[src/rtl/ctrl_fifo_ram.sv]
// Pointer/flag controller for the dual-port RAM behind a FIFO: turns push/pop into RAM
// strobes and addresses, and keeps binary/Gray pointers, fill count and status flags.
module ctrl_fifo_ram #(
  parameter int ADDR_WIDTH      = 4,
  parameter int UMBRAL_ALTO_DEF = 14,
  parameter int UMBRAL_BAJO_DEF = 2
) (
  input  logic                  i_clk,
  input  logic                  i_reset,
  input  logic                  i_init,
  input  logic [ADDR_WIDTH:0]   i_umbral_alto,
  input  logic [ADDR_WIDTH:0]   i_umbral_bajo,
  input  logic                  i_push,
  input  logic                  i_pop,
  output logic                  o_wr_en,
  output logic [ADDR_WIDTH-1:0] o_wr_addr,
  output logic                  o_rd_en,
  output logic [ADDR_WIDTH-1:0] o_rd_addr,
  output logic [ADDR_WIDTH:0]   o_wr_ptr_gray,
  output logic [ADDR_WIDTH:0]   o_rd_ptr_gray,
  output logic [ADDR_WIDTH:0]   o_count,
  output logic                  o_fifo_full,
  output logic                  o_fifo_empty,
  output logic                  o_almost_full,
  output logic                  o_almost_empty,
  output logic                  o_error,
  output logic                  o_active
);

  // state  | meaning
  // IDLE   | after reset, waiting for the first init
  // INIT   | flushing pointers/count/error, thresholds loadable
  // ACTIVE | servicing push/pop requests
  typedef enum logic [1:0] {IDLE, INIT, ACTIVE} state_t;

  localparam int PW = ADDR_WIDTH + 1;
  localparam logic [PW-1:0] DEPTH_L = PW'(2**ADDR_WIDTH);
  localparam logic [PW-1:0] ONE_L   = PW'(1);

  function automatic logic [PW-1:0] bin2gray(input logic [PW-1:0] b);
    return b ^ (b >> 1);
  endfunction

  state_t         r_state;
  state_t         w_state_nxt;
  logic [PW-1:0]  r_wr_ptr;
  logic [PW-1:0]  r_rd_ptr;
  logic [PW-1:0]  r_wr_gray;
  logic [PW-1:0]  r_rd_gray;
  logic [PW-1:0]  r_count;
  logic [PW-1:0]  r_umbral_alto;
  logic [PW-1:0]  r_umbral_bajo;
  logic           r_error;

  logic           w_active;
  logic           w_full;
  logic           w_empty;
  logic           w_wr_en;
  logic           w_rd_en;
  logic           w_req_err;
  logic [PW-1:0]  w_wr_ptr_nxt;
  logic [PW-1:0]  w_rd_ptr_nxt;

  always_ff @(posedge i_clk) begin
    if (i_reset) r_state <= IDLE;
    else         r_state <= w_state_nxt;
  end

  always_comb begin
    w_state_nxt = r_state;
    case (r_state)
      IDLE:    if (i_init)  w_state_nxt = INIT;
      INIT:    if (!i_init) w_state_nxt = ACTIVE;
      ACTIVE:  if (i_init)  w_state_nxt = INIT;
      default: w_state_nxt = IDLE;
    endcase
  end

  // Flags come from the registered count only, so a simultaneous pop never frees a slot for push.
  assign w_active     = (r_state == ACTIVE);
  assign w_full       = (r_count == DEPTH_L);
  assign w_empty      = (r_count == '0);
  assign w_wr_en      = w_active & i_push & ~w_full;
  assign w_rd_en      = w_active & i_pop & ~w_empty;
  assign w_req_err    = w_active & ((i_push & w_full) | (i_pop & w_empty));
  assign w_wr_ptr_nxt = r_wr_ptr + ONE_L;
  assign w_rd_ptr_nxt = r_rd_ptr + ONE_L;

  always_ff @(posedge i_clk) begin
    if (i_reset) begin
      r_wr_ptr      <= '0;
      r_rd_ptr      <= '0;
      r_wr_gray     <= '0;
      r_rd_gray     <= '0;
      r_count       <= '0;
      r_error       <= 1'b0;
      r_umbral_alto <= PW'(UMBRAL_ALTO_DEF);
      r_umbral_bajo <= PW'(UMBRAL_BAJO_DEF);
    end else begin
      // Thresholds follow the inputs while init is held, so the last value seen with init=1 sticks.
      if (i_init) begin
        r_umbral_alto <= i_umbral_alto;
        r_umbral_bajo <= i_umbral_bajo;
      end
      if (r_state == INIT) begin
        r_wr_ptr  <= '0;
        r_rd_ptr  <= '0;
        r_wr_gray <= '0;
        r_rd_gray <= '0;
        r_count   <= '0;
        r_error   <= 1'b0;
      end else begin
        if (w_wr_en) begin
          r_wr_ptr  <= w_wr_ptr_nxt;
          r_wr_gray <= bin2gray(w_wr_ptr_nxt);
        end
        if (w_rd_en) begin
          r_rd_ptr  <= w_rd_ptr_nxt;
          r_rd_gray <= bin2gray(w_rd_ptr_nxt);
        end
        case ({w_wr_en, w_rd_en})
          2'b10:   r_count <= r_count + ONE_L;
          2'b01:   r_count <= r_count - ONE_L;
          default: r_count <= r_count;
        endcase
        if (w_req_err) r_error <= 1'b1;
      end
    end
  end

  assign o_wr_en        = w_wr_en;
  assign o_rd_en        = w_rd_en;
  assign o_wr_addr      = r_wr_ptr[ADDR_WIDTH-1:0];
  assign o_rd_addr      = r_rd_ptr[ADDR_WIDTH-1:0];
  assign o_wr_ptr_gray  = r_wr_gray;
  assign o_rd_ptr_gray  = r_rd_gray;
  assign o_count        = r_count;
  assign o_fifo_full    = w_full;
  assign o_fifo_empty   = w_empty;
  assign o_almost_full  = (r_count >= r_umbral_alto);
  assign o_almost_empty = (r_count <= r_umbral_bajo);
  assign o_error        = r_error;
  assign o_active       = w_active;

endmodule

[config.mk]
export PLATFORM = sky130hd
export DESIGN_NAME = ctrl_fifo_ram
export DESIGN_NICKNAME = d
export VERILOG_FILES = /design/src/rtl/ctrl_fifo_ram.sv
export SDC_FILE = /design/constraint.sdc
export NUM_CORES = 1
export LEC_CHECK = 0
export CORE_AREA = 5 5 71 73
export CTS_CLUSTER_DIAMETER = 200
export CTS_CLUSTER_SIZE = 14
export DETAILED_ROUTE_END_ITERATION = 8
export DIE_AREA = 0 0 76 78
export GPL_TIMING_DRIVEN = 0
export PLACE_DENSITY_LB_ADDON = 0.1
export SLEW_MARGIN = 5
export SYNTH_ARGS = -nofsm -noshare
export SYNTH_HDL_FRONTEND = slang
export SYNTH_SLANG_ARGS = --single-unit
[constraint.sdc]
create_clock -name i_clk -period 5.1 [get_ports i_clk]
set_clock_uncertainty 0.2 [all_clocks]
set_input_delay 0.51 -clock i_clk [delete_from_list [all_inputs] [get_ports i_clk]]
set_output_delay 0.51 -clock i_clk [all_outputs]
set_load 0.03 [all_outputs]
==> key figures <==
Status
  • Status: finished clean

Place
  • Detailed Place HPWL: ~3200 um
  • Number of port buffers: 44
  • Setup slack at placement: 1.84 ns
  • Placed insts: about 330
  • GP Congestion: between 0.7 and 0.8

Clock tree
  • Clk slew on worst S/H paths: around 0.07 ns
  • TritonCTS clock tree: built
  • Post-cts resize count: 0
  • Post-CTS setup buffers: 0
  • Root Buffer: clkbuf_8
  • Clock Latency Late Sink: 0.28 ns
  • Inserted Clock Buffers: 5
  • CTS Buffer Depth: 2
  • H-tree lvl count: 2
  • Sink Count: 36
  • Hold_buf cts: 0

Global routing
  • Global-route wire length before repair: ~7200 um
  • Vias in the first global route: 1617
  • Grt ovf: 0
  • Largest net degree at the start of global routing: 11
  • GRT Total Usage: between 10% and 20%
  • Initial antenna violation count: 0

Power and ir drop
  • Clock share of power: approximately 36%
  • Power density cells: between 200 and 250 mW/mm^2
  • Share of power burned in registers: between 50% and 60%
  • Internal cell power: between 400 and 500 uW
  • Switch Pwr: between 100 and 150 uW
  • Pleak: 1.03 nW
  • Sw Ratio: a little under a quarter
  • Combinational power share: 9.5%
  • Peak VDD IR: around 0.00015 V
  • Total power: 531 uW

STA
  • Relative slew slack: between 60% and 70%
  • Tmin final: 3.10 ns
  • Period utilisation layout: about three fifths
  • Final setup vio count: 0
  • RSZ-0062 raised after global routing: false
  • Worst setup margin: 2.00 ns
  • Final hold violation count: 0
  • Peak Freq: ~0.32 GHz
  • Worst slew pin tran: around 0.57 ns
  • Count of pins over their slew limit: 0
  • Setup Total Neg Slack: 0 ns

Setup path
  • Reg2reg setup slack: around 2 ns
  • CP endpoint kind: register
  • Worst setup SP type: register
  • Critical path class: reg -> reg
  • Arrival @ worst endpoint: 3.12 ns
  • Crit Path Max Fanout: 10
  • Critical path data required time: 5.11 ns

Finish
  • Layout cells sized above 1: under 10%
  • Ant. Diodes: 0
  • Area growth from synthesis to layout: 29.0%
  • Non-filler cells, final: around 330
  • Final net count: 312

Routing
  • Detailed Route WL: between 4000 and 5000 um
  • Initial DRT Pass Iterations: 4
  • Wire per inst: 12.5 um
  • Vias/cell: between 5 and 6
  • Vias: 1699
  • DRC: 0
  • DRT iter0 DRCs: a little over 90
  • DRT antenna net count: 0

Logic synthesis
  • EDFF count, synth: 0
  • Main synth FF type: dfxtp_1
  • Post-synthesis async set-or-reset flop share: 0%
  • Area contributors post-synth: dfxtp_1, ha_1, xnor2_1, mux2i_1, nor2_1
  • Syn. warnings: 0
  • Synth top cells by count: dfxtp_1, nor2_1, ha_1, nand2_1, xnor2_1
  • Sequential fraction of the synthesis area: 35.8%
  • Gate Count Post-Synth: 229
  • Flops & latches, synth: 36
  • Post-synth net total: roughly 260
  • Top-count cell post-synth: dfxtp_1
  • Yosys top cell area share: a little over a third
  • Cell area after synthesis: slightly above 0.002 sq mm
  • Yosys cell types: 43
  • Mapped Avg Cell Area: 8.78 sq um
  • Largest area contributor in the netlist: dfxtp_1

Floorplanning
  • Die area: around 0.0059 sq mm
  • Initial Utilization: around 47%
  • Core area: roughly 0.0043 sq mm
  • Chip height: 78 um
  • IO Count: 46
  • Die W: around 76 um
  • # rows: 24

Run
  • Max cap viols: 0

Min path
  • Hold Path Class: reg -> reg
final cells by class:
| cell class | instances | area (sq um) |
|---|---|---|
| clock inverter | 1 | 5.00 |
| fill | 402 | 1700 |
| clock buffer | 6 | 72.6 |
| sequential | 36 | 721 |
| timing repair buffer | 44 | 440 |
| inverter | 15 | 58.8 |
| multi-input combinational | 165 | 1180 |
| tap | 52 | 65.1 |
| buffer | 13 | 53.8 |
path summary, 6_finish.rpt:
kind / startpoint / depth (start not counted) / endpoint
setup / recovery: o_count[1]$_SDFFE_PP0P_ / 11 / o_count[4]$_SDFFE_PP0P_
hold / removal: o_rd_ptr_gray[2]$_SDFFE_PP0P_ / 2 / o_rd_ptr_gray[2]$_SDFFE_PP0P_
setup reg to reg: o_count[1]$_SDFFE_PP0P_ / 11 / o_count[4]$_SDFFE_PP0P_
hold reg to reg: o_rd_ptr_gray[2]$_SDFFE_PP0P_ / 2 / o_rd_ptr_gray[2]$_SDFFE_PP0P_
layout by cell type (no fill, tap or decap), types with 9 or more instances in the layout:
cell type / synthesis / layout
clkbuf_1: 11 / 12
nand2_1: 16 / 16
inv_1: 14 / 14
a21oi_1: 14 / 14
dfxtp_1: 36 / 36
xnor2_1: 15 / 15
ha_1: 16 / 16
mux2i_1: 13 / 13
clkdlybuf4s50_1: 0 / 44
nor2_1: 27 / 27
o211ai_1: 9 / 9
cell families after synthesis:
family	synth area share, %
AOI/OAI and AO/OA	15.4
xor gates and xnor gates	7.84
DFF	35.8
buffers and inverters	5.60
and+or+nand+nor	17.9
adders and majority gates	11.0
muxes	6.47
worst max-delay path, stage by stage (launching register included):
cell	delay, ns
dfxtp_1	0.40
nor4_1	0.56
a21oi_1	0.17
buf_4	0.21
inv_1	0.07
ha_1	0.26
inv_1	0.10
fa_1	0.38
nor2b_1	0.17
o22ai_1	0.12
mux2i_1	0.20
mux2i_1	0.19
flip-flops by register name, summed over array words and instances (netlist names):
name           flops
r_state            2
o_wr_ptr_gray      4
o_count            5
r_rd_ptr           5
r_wr_ptr           5
o_error            1
r_umbral_alto      5
o_rd_ptr_gray      4
r_umbral_bajo      5
through the flow:
stage                     hold slack, ns  util (%)  area [sq um]
after global routing               0.281      60.4          2590
after CTS                          0.252      60.4          2590
after floorplan                    0.258         -          2010
after detailed placement           0.242      58.6          2520
after global placement             0.240      58.6          2520
final                              0.249      60.4          2590
per-layer routing:
| metal | global-route usage, % | up-vias | part of all wire (%) |
|---|---|---|---|
| li1 | - | 886 | - |
| met2 | 25.9 | 37 | 47 |
| met5 | 0 | - | 0 |
| met4 | 4.27 | 0 | 1.2 |
| met3 | 3.70 | 6 | 5.7 |
| met1 | 17.1 | 770 | 46 |
power by group through the flow:
| stage | sequential [mW] | combinational [mW] | clock, mW |
|---|---|---|---|
| finish | 0.290 | 0.0505 | 0.190 |
| global route | 0.291 | 0.0570 | 0.208 |
| CTS | 0.290 | 0.0513 | 0.195 |
| detailed placement | 0.297 | 0.0512 | 0 |
| global placement | 0.297 | 0.0504 | 0 |
| floorplan | 0.297 | 0.0295 | 0 |
No activity file was read; power rests on OpenSTA's default activity.
